[config.mk]
export PLATFORM = sky130hd
export DESIGN_NAME = mem_port_arbiter
export DESIGN_NICKNAME = d
export VERILOG_FILES = /design/src/rtl/mem_port_arbiter.sv
export SDC_FILE = /design/constraint.sdc
export NUM_CORES = 1
export LEC_CHECK = 0
export BUFFER_PORTS_ARGS = -buffer_cell sky130_fd_sc_hd__buf_4
export CAP_MARGIN = 20
export CORE_MARGIN = 2
export CORE_UTILIZATION = 37
export DETAILED_ROUTE_END_ITERATION = 8
export GPL_ROUTABILITY_DRIVEN = 1
export PLACE_DENSITY_LB_ADDON = 0.05
export SYNTH_ARGS = -nofsm -noshare
export SYNTH_HDL_FRONTEND = slang
export SYNTH_SLANG_ARGS = --single-unit
[constraint.sdc]
create_clock -name clk -period 1.5 [get_ports clk]
set_input_delay 0.15 -clock clk [delete_from_list [all_inputs] [get_ports clk]]
set_output_delay 0.15 -clock clk [all_outputs]
set_load 0.01 [all_outputs]
[src/rtl/mem_port_arbiter.sv]
`default_nettype none
// ============================================================================
// Module   : mem_port_arbiter
// Purpose  : Shares one memory system between the fetch stage (read-only)
//            and the memory stage (read/write). One transaction is in flight
//            at a time. The data port has priority, and a streak counter
//            stops fetch from being starved.
// Ports    : clk/rst          clock, asynchronous active-low reset
//            if_*             fetch request/response port
//            d_*              data request/response port
//            mem_*            memory system request/response port
//            owner            00 idle, 01 fetch busy, 10 data busy
// Revision : 1.0 - initial release
// ============================================================================
module mem_port_arbiter #(
  parameter int unsigned MAX_STREAK = 4
) (
  input  logic        clk,
  input  logic        rst,
  input  logic        if_req,
  input  logic [15:0] if_addr,
  output logic [15:0] if_rdata,
  output logic        if_done,
  output logic        if_stall,
  output logic        if_err,
  input  logic        d_rd,
  input  logic        d_wr,
  input  logic [15:0] d_addr,
  input  logic [15:0] d_wdata,
  output logic [15:0] d_rdata,
  output logic        d_done,
  output logic        d_stall,
  output logic        d_err,
  output logic [15:0] mem_addr,
  output logic [15:0] mem_wdata,
  output logic        mem_rd,
  output logic        mem_wr,
  input  logic [15:0] mem_rdata,
  input  logic        mem_done,
  input  logic        mem_err,
  output logic [1:0]  owner
);

  // State encoding doubles as the owner output.
  typedef enum logic [1:0] {
    IDLE    = 2'b00,
    IF_BUSY = 2'b01,
    D_BUSY  = 2'b10
  } state_e;

  localparam logic [3:0] C_MAX_STREAK = 4'(MAX_STREAK);

  state_e      state_q, state_d;
  logic [3:0]  streak_q, streak_d;
  logic [15:0] addr_q, addr_d;
  logic [15:0] wdata_q, wdata_d;
  logic        wr_q, wr_d;

  logic w_d_pend;
  logic w_f_pend;
  logic w_fin;

  assign w_d_pend = d_rd | d_wr;
  assign w_f_pend = if_req;
  // An error ends the transaction exactly like a normal completion.
  assign w_fin    = mem_done | mem_err;

  always_ff @(posedge clk or negedge rst) begin
    if (!rst) begin
      state_q  <= IDLE;
      streak_q <= 4'd0;
      addr_q   <= 16'd0;
      wdata_q  <= 16'd0;
      wr_q     <= 1'b0;
    end else begin
      state_q  <= state_d;
      streak_q <= streak_d;
      addr_q   <= addr_d;
      wdata_q  <= wdata_d;
      wr_q     <= wr_d;
    end
  end

  always_comb begin
    state_d  = state_q;
    streak_d = streak_q;
    addr_d   = addr_q;
    wdata_d  = wdata_q;
    wr_d     = wr_q;
    case (state_q)
      IDLE: begin
        // Data wins a tie unless fetch has already lost MAX_STREAK times.
        if (w_d_pend && !(w_f_pend && (streak_q == C_MAX_STREAK))) begin
          state_d = D_BUSY;
          addr_d  = d_addr;
          wdata_d = d_wdata;
          wr_d    = d_wr;
          if (!w_f_pend) begin
            streak_d = 4'd0;
          end else if (streak_q != C_MAX_STREAK) begin
            streak_d = streak_q + 4'd1;
          end
        end else if (w_f_pend) begin
          state_d  = IF_BUSY;
          addr_d   = if_addr;
          wdata_d  = 16'd0;
          wr_d     = 1'b0;
          streak_d = 4'd0;
        end
      end
      IF_BUSY, D_BUSY: begin
        if (w_fin) begin
          state_d = IDLE;
        end
      end
      default: begin
        state_d = IDLE;
      end
    endcase
  end

  logic w_if_own;
  logic w_d_own;

  assign w_if_own = (state_q == IF_BUSY);
  assign w_d_own  = (state_q == D_BUSY);

  assign owner     = state_q;
  assign mem_addr  = addr_q;
  assign mem_wdata = wdata_q;
  assign mem_rd    = w_if_own | (w_d_own & ~wr_q);
  assign mem_wr    = w_d_own & wr_q;

  assign if_done  = w_if_own & w_fin;
  assign if_err   = w_if_own & mem_err;
  assign if_rdata = if_done ? mem_rdata : 16'd0;

  assign d_done   = w_d_own & w_fin;
  assign d_err    = w_d_own & mem_err;
  assign d_rdata  = (d_done & ~wr_q) ? mem_rdata : 16'd0;

  // Stalls are gated by reset so that every output is low while in reset,
  // even if a requester is already asserting.
  assign if_stall = rst & if_req & ~if_done;
  assign d_stall  = rst & w_d_pend & ~d_done;

endmodule
`default_nettype wire

==> results of run 1 <==
==> area by class of cell <==
type | count | area, sq um
clock buffer | 6 | 82.58
fill | 435 | 1630
multi-input combinational | 134 | 1111
inverter | 4 | 15.01
clock inverter | 2 | 35.03
timing repair buffer | 182 | 1498
tap | 72 | 90.09
sequential | 39 | 977.2
==> metal layers <==
| metal | vias up | part of all wire [%] |
|---|---|---|
| met4 | 0 | 1.3 |
| met1 | 1035 | 40 |
| met2 | 87 | 51 |
| li1 | 1042 | - |
| met3 | 9 | 7.3 |
| met5 | - | 0 |
==> through the flow <==
step           hold slack [ns]  std cells  util (%)
6_report               0.07031        439     70.03
5_1_grt                0.05519        439     70.03
4_1_cts                0.05823        435     68.28
3_5_place_dp           0.04892        421     61.77
3_3_place_gp           0.04471        421     61.77
2_1_floorplan          -0.1456        192         -
==> power by group <==
part | switching [uW] | internal [uW]
clock network | 370 | 538
logic | 1670 | 2330
registers | 294 | 1540
==> flip-flops by register name, summed over array words and instances, names as in the netlist <==
| name | flops |
|---|---|
| streak_q | 4 |
| owner | 2 |
| mem_wdata | 16 |
| wr_q | 1 |
| mem_addr | 16 |
==> path summary, 6_finish.rpt <==
path | start | endpoint | slack (ns) | depth (start not counted)
hold reg to reg | mem_wdata[12] | mem_wdata[12] | 0.51 | 1
setup reg to reg | owner[1] | mem_addr[2] | -0.10 | 6
hold / removal | d_wdata[9] | mem_wdata[9] | 0.07 | 2
max in group asynchronous | rst | streak_q[2] | 0.67 | 3
min in group asynchronous | rst | owner[0] | 0.27 | 2
setup / recovery | owner[0] | if_rdata[8] | -0.22 | 6
==> cells in the mapped netlist <==
| library cell | n |
|---|---|
| or2_1 | 1 |
| and2_1 | 39 |
| buf_6 | 3 |
| nor3b_1 | 1 |
| nand3_1 | 1 |
| buf_8 | 1 |
| a32o_1 | 3 |
| a221o_1 | 13 |
| o31ai_4 | 1 |
| nor3_1 | 14 |
| nand2_1 | 16 |
| buf_2 | 4 |
| nand4b_1 | 1 |
| nor2b_1 | 2 |
| clkbuf_1 | 2 |
| a22o_2 | 9 |
| and4b_1 | 1 |
| and3_1 | 1 |
| a221o_2 | 3 |
| nand2b_1 | 2 |
| a21oi_2 | 1 |
| dfrtp_1 | 39 |
| buf_1 | 1 |
| nor2_1 | 5 |
| buf_4 | 5 |
| ha_1 | 5 |
| a22o_1 | 11 |
| a31o_2 | 1 |
| inv_1 | 4 |
| mux2i_1 | 1 |
| xnor2_1 | 1 |
==> critical path, delay by kind of cell (launching register included) <==
family,cells,cell delay [ns]
AND/OR/NAND/NOR,2,0.28
adder cells (fa/ha/maj),1,0.15
flip-flops,1,0.41
buffers and inverters,3,0.45
==> timing repair <==
| action | in CTS | in global routing |
|---|---|---|
| gates resized for setup | 47 | 17 |
| pin swaps | 14 | 3 |
| setup endpoints to repair | 74 | 76 |
| gates cloned | 0 | 2 |
| hold endpoints to repair | 18 | 0 |
| setup buffers | 5 | 2 |
| hold buffers | 1 | 0 |
==> cells by family after synthesis <==
| kind of cell | count (synthesis) |
|---|---|
| XOR/XNOR | 1 |
| AO/OA/AOI/OAI | 42 |
| adder cells (fa/ha/maj) | 5 |
| multiplexers | 1 |
| buffers and inverters | 20 |
| flip-flops | 39 |
| AND/OR/NAND/NOR | 84 |
==> flow_summary_export.csv, run 1 <==
group,metric,value,unit
worst_setup_path,cp-end-kind,"output port",
final_layout,antennaDiodeCount,0,
routing,vias,2173,
clock_network,clk_path_buf_depth,2,
timing,tightest_slew,0.6435,ns
yosys,synth_warnings,0,
timing,max_slew_margin,56.94,%
floorplan,start_util,38.07,%
power_and_ir_drop,peakVddDrop,1.142,mV
clock_network,cts_tree,"built",
place,post_dp_cell_area,0.003359,sq mm
grt,globalRouteTotalUtil,19.78,%
hold_path,holdCritPathClass,"in -> reg",
floorplan,dieArea,0.006211,sq mm
floorplan,rows,27,
worst_setup_path,cpPeakStageDelay,0.41,ns
worst_setup_path,crit_required,1.35,ns
timing,tns,-6.927,ns
timing,fin_crit,1.725,ns
timing,finalHoldViolations,0,
yosys,synth-seq-cells,39,
place,hpwl,4.711,mm
yosys,yosys-top-cells-area,"dfrtp_1, and2_1, a221o_1, a22o_1, a22o_2",
worst_setup_path,path_cells,"buf_6, ha_4, nor2b_4, buf_12, and2_1, buf_4",
routing,routed_wl,6.388,mm
place,place_congestion,0.7463,
grt,grt_overflow,0,
yosys,synth_area,0.002071,sq mm
yosys,syn_nets,268,
worst_setup_path,slowest_stage,"dfrtp_1",
run_status,violations,"negative setup slack",
timing,setup_ws,-0.2247,ns
final_layout,final_layout_size_suffix_gt1_share,64.58,%
routing,drc,0,
grt,grt_pass1_wl,9.729,mm
grt,top_usage_layer,"met2",
grt,met3_usage,4.545,%
yosys,synth_top_family_by_area,"simple AND/OR/NAND/NOR gates",
routing,wl_per_cell,14.55,um
power_and_ir_drop,p_leak,0.001942,uW
final_layout,layout_common_cells,"buf_4, dfrtp_1, buf_6, and2_1, and2_4",
floorplan,io_pins,145,
grt,grt_pass1_vias,1977,
yosys,avgSynthCellArea,10.79,sq um
yosys,syn_inst,192,
yosys,yosys.area_share.simple,22.30,%
routing,drt_iter0_drc,75,
yosys,yosysTopAreaCell,"dfrtp_1",
floorplan,die_y,78.81,um
clock_network,clkTransAtPathRegs,0.08,ns
timing,finalClockSkew,0.01067,ns
routing,drtAntennaViolNets,0,
floorplan,die-width,78.81,um
timing,min_period_over_period,115.0,%
floorplan,core_region_area,0.005439,sq mm
clock_network,cts_sinks,39,
grt,grt_max_degree,22,
grt,grtUsageMet2,34.02,%
timing,max_freq,579.8,MHz
yosys,ys_types,31,
grt,antenna_found_initial,0,
yosys,synth_fa_ha_area_share,3.021,%
final_layout,final_area,0.003809,sq mm
place,port_buffers,144,
grt,use_met1,24.96,%
clock_network,cts_root_buf,"clkbuf_8",
yosys,seq_area_frac_synth,47.13,%
clock_network,cts_buffers,5,
timing,finalSetupViolCount,70,
final_layout,layout_commonest_cell,"buf_4",
final_layout,nets,442,
worst_setup_path,critical_path_peak_fanout,18,
clock_network,insertion_delay,0.29,ns
place,place_ws,-0.2517,ns
routing,drtPass1Iterations,4,
timing,grt_setup_unrepaired,"yes",
yosys,synth-xor-area-share,0.4230,%
timing,finalMaxSlewViolations,0,
yosys,synthMuxAreaShare,0.4834,%
final_layout,syn_to_final_growth,83.93,%
yosys,netlist.area_leader.share,47.13,%
power_and_ir_drop,power_density,1770,mW/mm^2
run_status,status,"complete, but fails checks",
job,cap_violations,0,
worst_setup_path,cp-start-kind,"flop",
yosys,synth_compound_area_share,20.24,%
clock_network,h-tree-depth,2,
routing,viasPerCell,4.950,
worst_setup_path,path_class,"reg -> out",
power_and_ir_drop,p_total,6742,uW
worst_setup_path,worstPathArrival,1.57,ns
(Power assumes the default switching activity.)
==> run 2, diff against run 1 <==
- ABC_AREA: not set -> 1
- CORE_UTILIZATION: 37 -> 38
==> run 2 against run 1 <==
The flow still finishes with violations (negative setup slack). Via count grew 19%. Synthesized cell count grew 48%. Critical endpoint is now d_rdata[5]. Utilization grew 5.5 points. Critical path depth grew 2. Non-clock buffer count shrank 8. Cell area grew 8.5%. Sequential power is essentially flat. Sequential share of layout area shrank 2.0 points. Worst hold slack lost 0.019 ns. Die area grew 0.18%. Combinational power grew 8.5%.
==> flow_summary_export.csv, run 2 <==
group,metric,value,unit
routing,wl_per_cell,15.28,um
yosys,avgSynthCellArea,7.503,sq um
yosys,synthArstFlopShare,100.0,%
timing,finalMaxSlewViolations,0,
final_layout,nets,532,
yosys,synth-seq-cells,39,
yosys,synth_most_common_cell,"nand2_1",
final_layout,postLayoutCoreUtil,75.51,%
place,port_buffers,144,
grt,grt_pass1_wl,11.55,mm
worst_setup_path,crit_required,1.35,ns
worst_setup_path,worstPathArrival,1.66,ns
final_layout,antennaDiodeCount,0,
yosys,synth_edf_count,0,
clock_network,cts_sinks,39,
grt,grt_overflow,0,
timing,tightest_slew,0.5198,ns
yosys,yosysTopAreaCell,"dfrtp_1",
routing,drt_iter0_drc,98,
routing,drtAntennaViolNets,0,
floorplan,rows,27,
timing,finalSetupViolCount,66,
floorplan,core_region_area,0.005473,sq mm
timing,setup_ws,-0.3149,ns
routing,drtPass1Iterations,6,
yosys,syn_inst,284,
worst_setup_path,cp-start-kind,"flop",
timing,grt_setup_unrepaired,"yes",
grt,globalRouteTotalUtil,23.28,%
clock_network,cts_tree,"built",
power_and_ir_drop,power_density,1654,mW/mm^2
floorplan,dieArea,0.006222,sq mm
yosys,synth_warnings,0,
clock_network,clkTransAtPathRegs,0.08,ns
clock_network,cts_buffers,5,
timing,min_period_over_period,121.0,%
routing,viasPerCell,4.909,
timing,finalClockSkew,0.004350,ns
hold_path,holdCritPathClass,"in -> reg",
power_and_ir_drop,p_total,6837,uW
routing,vias,2587,
yosys,ys_types,20,
run_status,status,"complete, but fails checks",
yosys,synth_flop_cell,"dfrtp_1",
routing,drc,0,
final_layout,layout_commonest_cell,"buf_4",
timing,max_slew_margin,65.35,%
worst_setup_path,cp-end-kind,"output port",
clock_network,cts_root_buf,"clkbuf_8",
power_and_ir_drop,peakVddDrop,1.135,mV
run_status,violations,"negative setup slack",
floorplan,io_pins,145,
job,cap_violations,0,
worst_setup_path,path_class,"reg -> out",
final_layout,final_layout_size_suffix_gt1_share,53.85,%
yosys,synth_area,0.002131,sq mm
timing,max_freq,551.0,MHz
floorplan,die_y,78.88,um
clock_network,clk_path_buf_depth,2,
place,hpwl,4.765,mm
floorplan,die-width,78.88,um
floorplan,start_util,38.93,%
yosys,syn_nets,360,
worst_setup_path,critical_path_peak_fanout,8,
place,place_congestion,0.8050,
final_layout,fillCellCount,400,
grt,antenna_found_initial,0,
yosys,yosys-top-cells-area,"dfrtp_1, nand2_1, nand3_1, nor2_1, inv_1",
yosys,seq_area_frac_synth,45.80,%
final_layout,syn_to_final_growth,93.95,%
yosys,netlist.area_leader.share,45.80,%
grt,grt_pass1_vias,2535,
yosys,synthTopCellsByCount,"nand2_1, dfrtp_1, nand3_1, nor2_1, inv_1",
timing,fin_crit,1.815,ns
clock_network,insertion_delay,0.29,ns
power_and_ir_drop,p_leak,0.002129,uW
routing,routed_wl,8.051,mm
grt,grt_max_degree,40,
final_layout,layout_common_cells,"buf_4, nand2_1, buf_6, dfrtp_1, nand3_1",
clock_network,h-tree-depth,2,
timing,finalHoldViolations,0,
## run 2: final cells by class
cell class / count / area (sq um) / share of cell area (%)
timing repair buffer: 174 / 1518 / 36.72
multi-input combinational: 199 / 1318 / 31.88
clock inverter: 1 / 7.507 / 0.1817
sequential: 39 / 977.2 / 23.65
tap: 72 / 90.09 / 2.180
inverter: 37 / 153.9 / 3.724
clock buffer: 5 / 68.82 / 1.665
## run 2: per-layer routing
metal	track usage, %	wire, um	vias to the layer above
li1	-	-	1235
met1	28.11	3061	1232
met2	40.43	4331	104
met3	5.455	503	16
met4	8.793	155	0
met5	0	0	-
## run 2: through the flow
stage | hold WS (ns) | instances | cell area (sq um) | TNS, ns | worst slack [ns]
6_report | 0.05114 | 527 | 4133 | -10.23 | -0.3149
5_1_grt | 0.05233 | 527 | 4133 | -15.51 | -0.3944
4_1_cts | 0.04589 | 517 | 3794 | -8.483 | -0.2397
3_5_place_dp | 0.2556 | 501 | 3358 | -1.231 | -0.08676
3_3_place_gp | 0.2496 | 501 | 3358 | 0 | 0.008146
2_1_floorplan | -0.1456 | 284 | 2171 | -0.08322 | -0.008322
## run 2: logic make-up after synthesis
logic type / Yosys count / synth area share [%]
simple gates: 184 / 39.11
buf+inv: 50 / 10.57
flops: 39 / 45.80
compound gates: 5 / 1.174
fa+ha+maj: 5 / 2.936
xor+xnor: 1 / 0.4111
## run 2: what timing repair did
action | in CTS | in global routing
cloned | 2 | 3
endpoints found under the setup margin | 37 | 78
hold buffers | 1 | 0
pin swaps | 11 | 33
resized for setup | 67 | 64
hold endpoints to repair | 39 | 0
buffers inserted | 7 | 7
## run 2: worst max-delay path, stage by stage (launching register included)
cell	delay, ns
dfrtp_2	0.45
inv_2	0.10
ha_4	0.15
inv_4	0.04
nor2_4	0.12
buf_12	0.14
nand2_8	0.11
nor2_2	0.14
buf_4	0.12
## run 2: where the power goes
| group | switching (uW) | internal, uW |
|---|---|---|
| combinational | 2230 | 2110 |
| clock | 361 | 309 |
| sequential | 292 | 1530 |
## run 2: final timing paths
path / endpoint / slack, ns / cells past startpoint / start
setup / recovery: d_rdata[5] / -0.31 / 8 / owner[0]
max in group asynchronous: owner[0] / 0.60 / 3 / rst
hold reg to reg: mem_wdata[5] / 0.48 / 2 / mem_wdata[5]
min in group asynchronous: mem_addr[4] / 0.52 / 3 / rst
hold / removal: mem_wdata[4] / 0.05 / 3 / d_wdata[4]
setup reg to reg: mem_wdata[13] / -0.16 / 9 / owner[0]
==> run 3, diff against run 2 <==
--- a/config.mk
+++ b/config.mk
@@ -9,3 +9,2 @@
 export BUFFER_PORTS_ARGS = -buffer_cell sky130_fd_sc_hd__buf_4
-export CAP_MARGIN = 20
 export CORE_MARGIN = 2
==> constraint.sdc (replaced) <==
create_clock -name clk -period 1.5 [get_ports clk]
set_input_delay 0.075 -clock clk [delete_from_list [all_inputs] [get_ports clk]]
set_output_delay 0.075 -clock clk [all_outputs]
set_load 0.02 [all_outputs]
==> run 3 against run 2 <==
The run still ends with negative setup slack left. First-iteration DRC count up 8.2%. Non-clock buffer count up 14. Count of clock-buffer cells in the layout up 2. Cell count up 2.7%. Total power up 4.4%. Setup slack better by 0.16 ns. Via count up 1.5%. Sequential cell count unchanged. Clock power up 14%. Register-to-register slack better by 0.23 ns. Sequential share of layout area down 0.62 points. Highest routed layer unchanged.
==> flow_summary_export.csv, run 3 (synthesis gave the netlist of run 2 again) <==
group,metric,value,unit
clock_network,cts_tree,"built",
grt,antenna_found_initial,0,
floorplan,start_util,38.93,%
worst_setup_path,worstPathArrival,1.58,ns
timing,max_freq,605.8,MHz
worst_setup_path,crit_cells,8,
routing,drt_iter0_drc,106,
run_status,status,"complete, but fails checks",
worst_setup_path,cpPeakStageDelay,0.42,ns
routing,vias,2626,
routing,drtAntennaViolNets,0,
hold_path,whs_path_depth,3,
floorplan,core_region_area,0.005473,sq mm
place,port_buffers,144,
floorplan,die_y,78.88,um
worst_setup_path,slowest_stage,"dfrtp_2",
clock_network,clkTransAtPathRegs,0.08,ns
timing,whs,0.01765,ns
worst_setup_path,crit_required,1.42,ns
final_layout,antennaDiodeCount,0,
final_layout,layout_commonest_cell,"buf_4",
worst_setup_path,crit_top_cell,"inv_4",
timing,finalClockSkew,0.009165,ns
worst_setup_path,critical_path_peak_fanout,8,
power_and_ir_drop,power.switching,3269,uW
grt,grt_pass1_wl,12.26,mm
grt,grt_pass1_vias,2581,
worst_setup_path,cpLargestDelayFamily,"buffers and inverters",
final_layout,syn_to_final_growth,99.47,%
power_and_ir_drop,switching_share,45.79,%
final_layout,final_layout_size_suffix_gt1_share,50.53,%
power_and_ir_drop,power_frac_seq,25.6,%
routing,viasPerCell,4.854,
power_and_ir_drop,p_int,3870,uW
place,post_dp_cell_area,0.003538,sq mm
grt,globalRouteTotalUtil,25.09,%
clock_network,cts_buffers,5,
worst_setup_path,path_class,"reg -> out",
floorplan,rows,27,
routing,wl_per_cell,15.55,um
timing,min_period_over_period,110.0,%
worst_setup_path,cp-start-kind,"flop",
power_and_ir_drop,power_frac_comb,63.8,%
timing,setup_ws,-0.1506,ns
routing,drtPass1Iterations,4,
run_status,violations,"negative setup slack",
place,place_congestion,0.7424,
worst_setup_path,path_buf_inv,5,
worst_setup_path,path_cells,"inv_2, ha_4, inv_4, nor2_4, inv_4, buf_12, nor2_2, buf_6",
worst_setup_path,cp-end-kind,"output port",
timing,finalMaxSlewViolations,0,
timing,grt_setup_unrepaired,"yes",
clock_network,cts_root_buf,"clkbuf_8",
power_and_ir_drop,p_leak,0.002202,uW
floorplan,dieArea,0.006222,sq mm
routing,routed_wl,8.412,mm
place,hpwl,4.987,mm
clock_network,insertion_delay,0.30,ns
clock_network,clk_path_buf_depth,2,
power_and_ir_drop,power_density,1680,mW/mm^2
power_and_ir_drop,peakVddDrop,0.9151,mV
routing,drc,0,
grt,grt_overflow,0,
worst_setup_path,rr_worst_depth,7,
timing,tightest_slew,0.5042,ns
timing,finalHoldViolations,0,
floorplan,die-width,78.88,um
job,cap_violations,0,
clock_network,cts_sinks,39,
power_and_ir_drop,power_frac_clock,10.7,%
final_layout,nets,544,
hold_path,holdCritPathClass,"in -> reg",
floorplan,io_pins,145,
grt,grt_max_degree,40,
timing,fin_crit,1.651,ns
final_layout,layout_common_cells,"buf_4, nand2_1, buf_6, dfrtp_1, nand3_1",
final_layout,final_area,0.004250,sq mm
timing,finalSetupViolCount,35,
timing,max_slew_margin,66.39,%
clock_network,h-tree-depth,2,
-- run 3: cell count changes in the layout (fill, tap and decap cells not counted), moves of 3 or more --
cell	before	now
inv_4	1	4
nor2_2	5	2
nand2_2	6	1
dlygate4sd3_1	1	18
buf_4	129	125
o21ai_0	1	4
clkinvlp_4	3	0
nand2_1	79	84
o21ai_1	4	1
-- run 3: worst register-to-register path, stage by stage (launching register included) --
cell and delay [ns]:
dfrtp_2 0.42, inv_2 0.08, buf_4 0.11, ha_2 0.24, nand2_2 0.11, buf_6 0.19
nand2_1 0.10, nand2_1 0.07
-- run 3: worst paths after layout --
| kind | startpoint | end | slack, ns |
|---|---|---|---|
| min in group asynchronous | rst | mem_wdata[11] | 0.41 |
| max in group asynchronous | rst | owner[0] | 0.72 |
| setup reg to reg | owner[0] | mem_wdata[15] | 0.07 |
| hold reg to reg | mem_wdata[2] | mem_wdata[2] | 0.48 |
| hold / removal | if_addr[4] | mem_addr[4] | 0.02 |
| setup / recovery | owner[1] | if_rdata[4] | -0.15 |
-- run 3: through the flow --
step | utilization [%] | total power (uW) | setup slack [ns] | setup TNS, ns | std cells
after floorplan | - | 4080 | 0.01266 | 0 | 284
after global placement | 64.65 | 5657 | 0.1092 | 0 | 504
after detailed placement | 64.65 | 5695 | 0.07617 | 0 | 504
after CTS | 75.97 | 6958 | -0.1429 | -3.919 | 539
after global routing | 77.66 | 7588 | -0.2052 | -5.931 | 541
final | 77.66 | 7139 | -0.1506 | -4.046 | 541
-- run 3: power groups by stage --
stage / clock, uW / combinational [uW] / sequential, uW
2_1_floorplan: 0 / 1720 / 2360
3_3_place_gp: 0 / 3830 / 1830
3_5_place_dp: 0 / 3880 / 1810
4_1_cts: 782 / 4370 / 1810
5_1_grt: 824 / 4890 / 1880
6_report: 762 / 4550 / 1820
-- run 3: cell type report --
class	instances	area (sq um)
repair buffers	188	1675
multi-input cells	197	1262
fillers	378	1222
flip-flops and latches	39	978.4
inverters	37	148.9
well taps	72	90.09
clock buffers	7	86.33
clock inverters	1	8.758
-- run 3: what timing repair did --
item / 4_1_cts / 5_1_grt
pin swaps: 5 / 6
setup buffers: 7 / 1
cloned: 2 / 2
resized for setup: 68 / 24
endpoints found under the setup margin: 36 / 76
hold buffers: 18 / 0
endpoints found under the hold margin: 56 / 0
-- run 3: metal layers --
metal	vias to the layer above	wire [um]	global-route usage, %
met3	13	623	6.023
li1	1265	-	-
met4	0	187	6.724
met1	1231	3448	30.80
met5	-	0	0
met2	117	4152	44.19
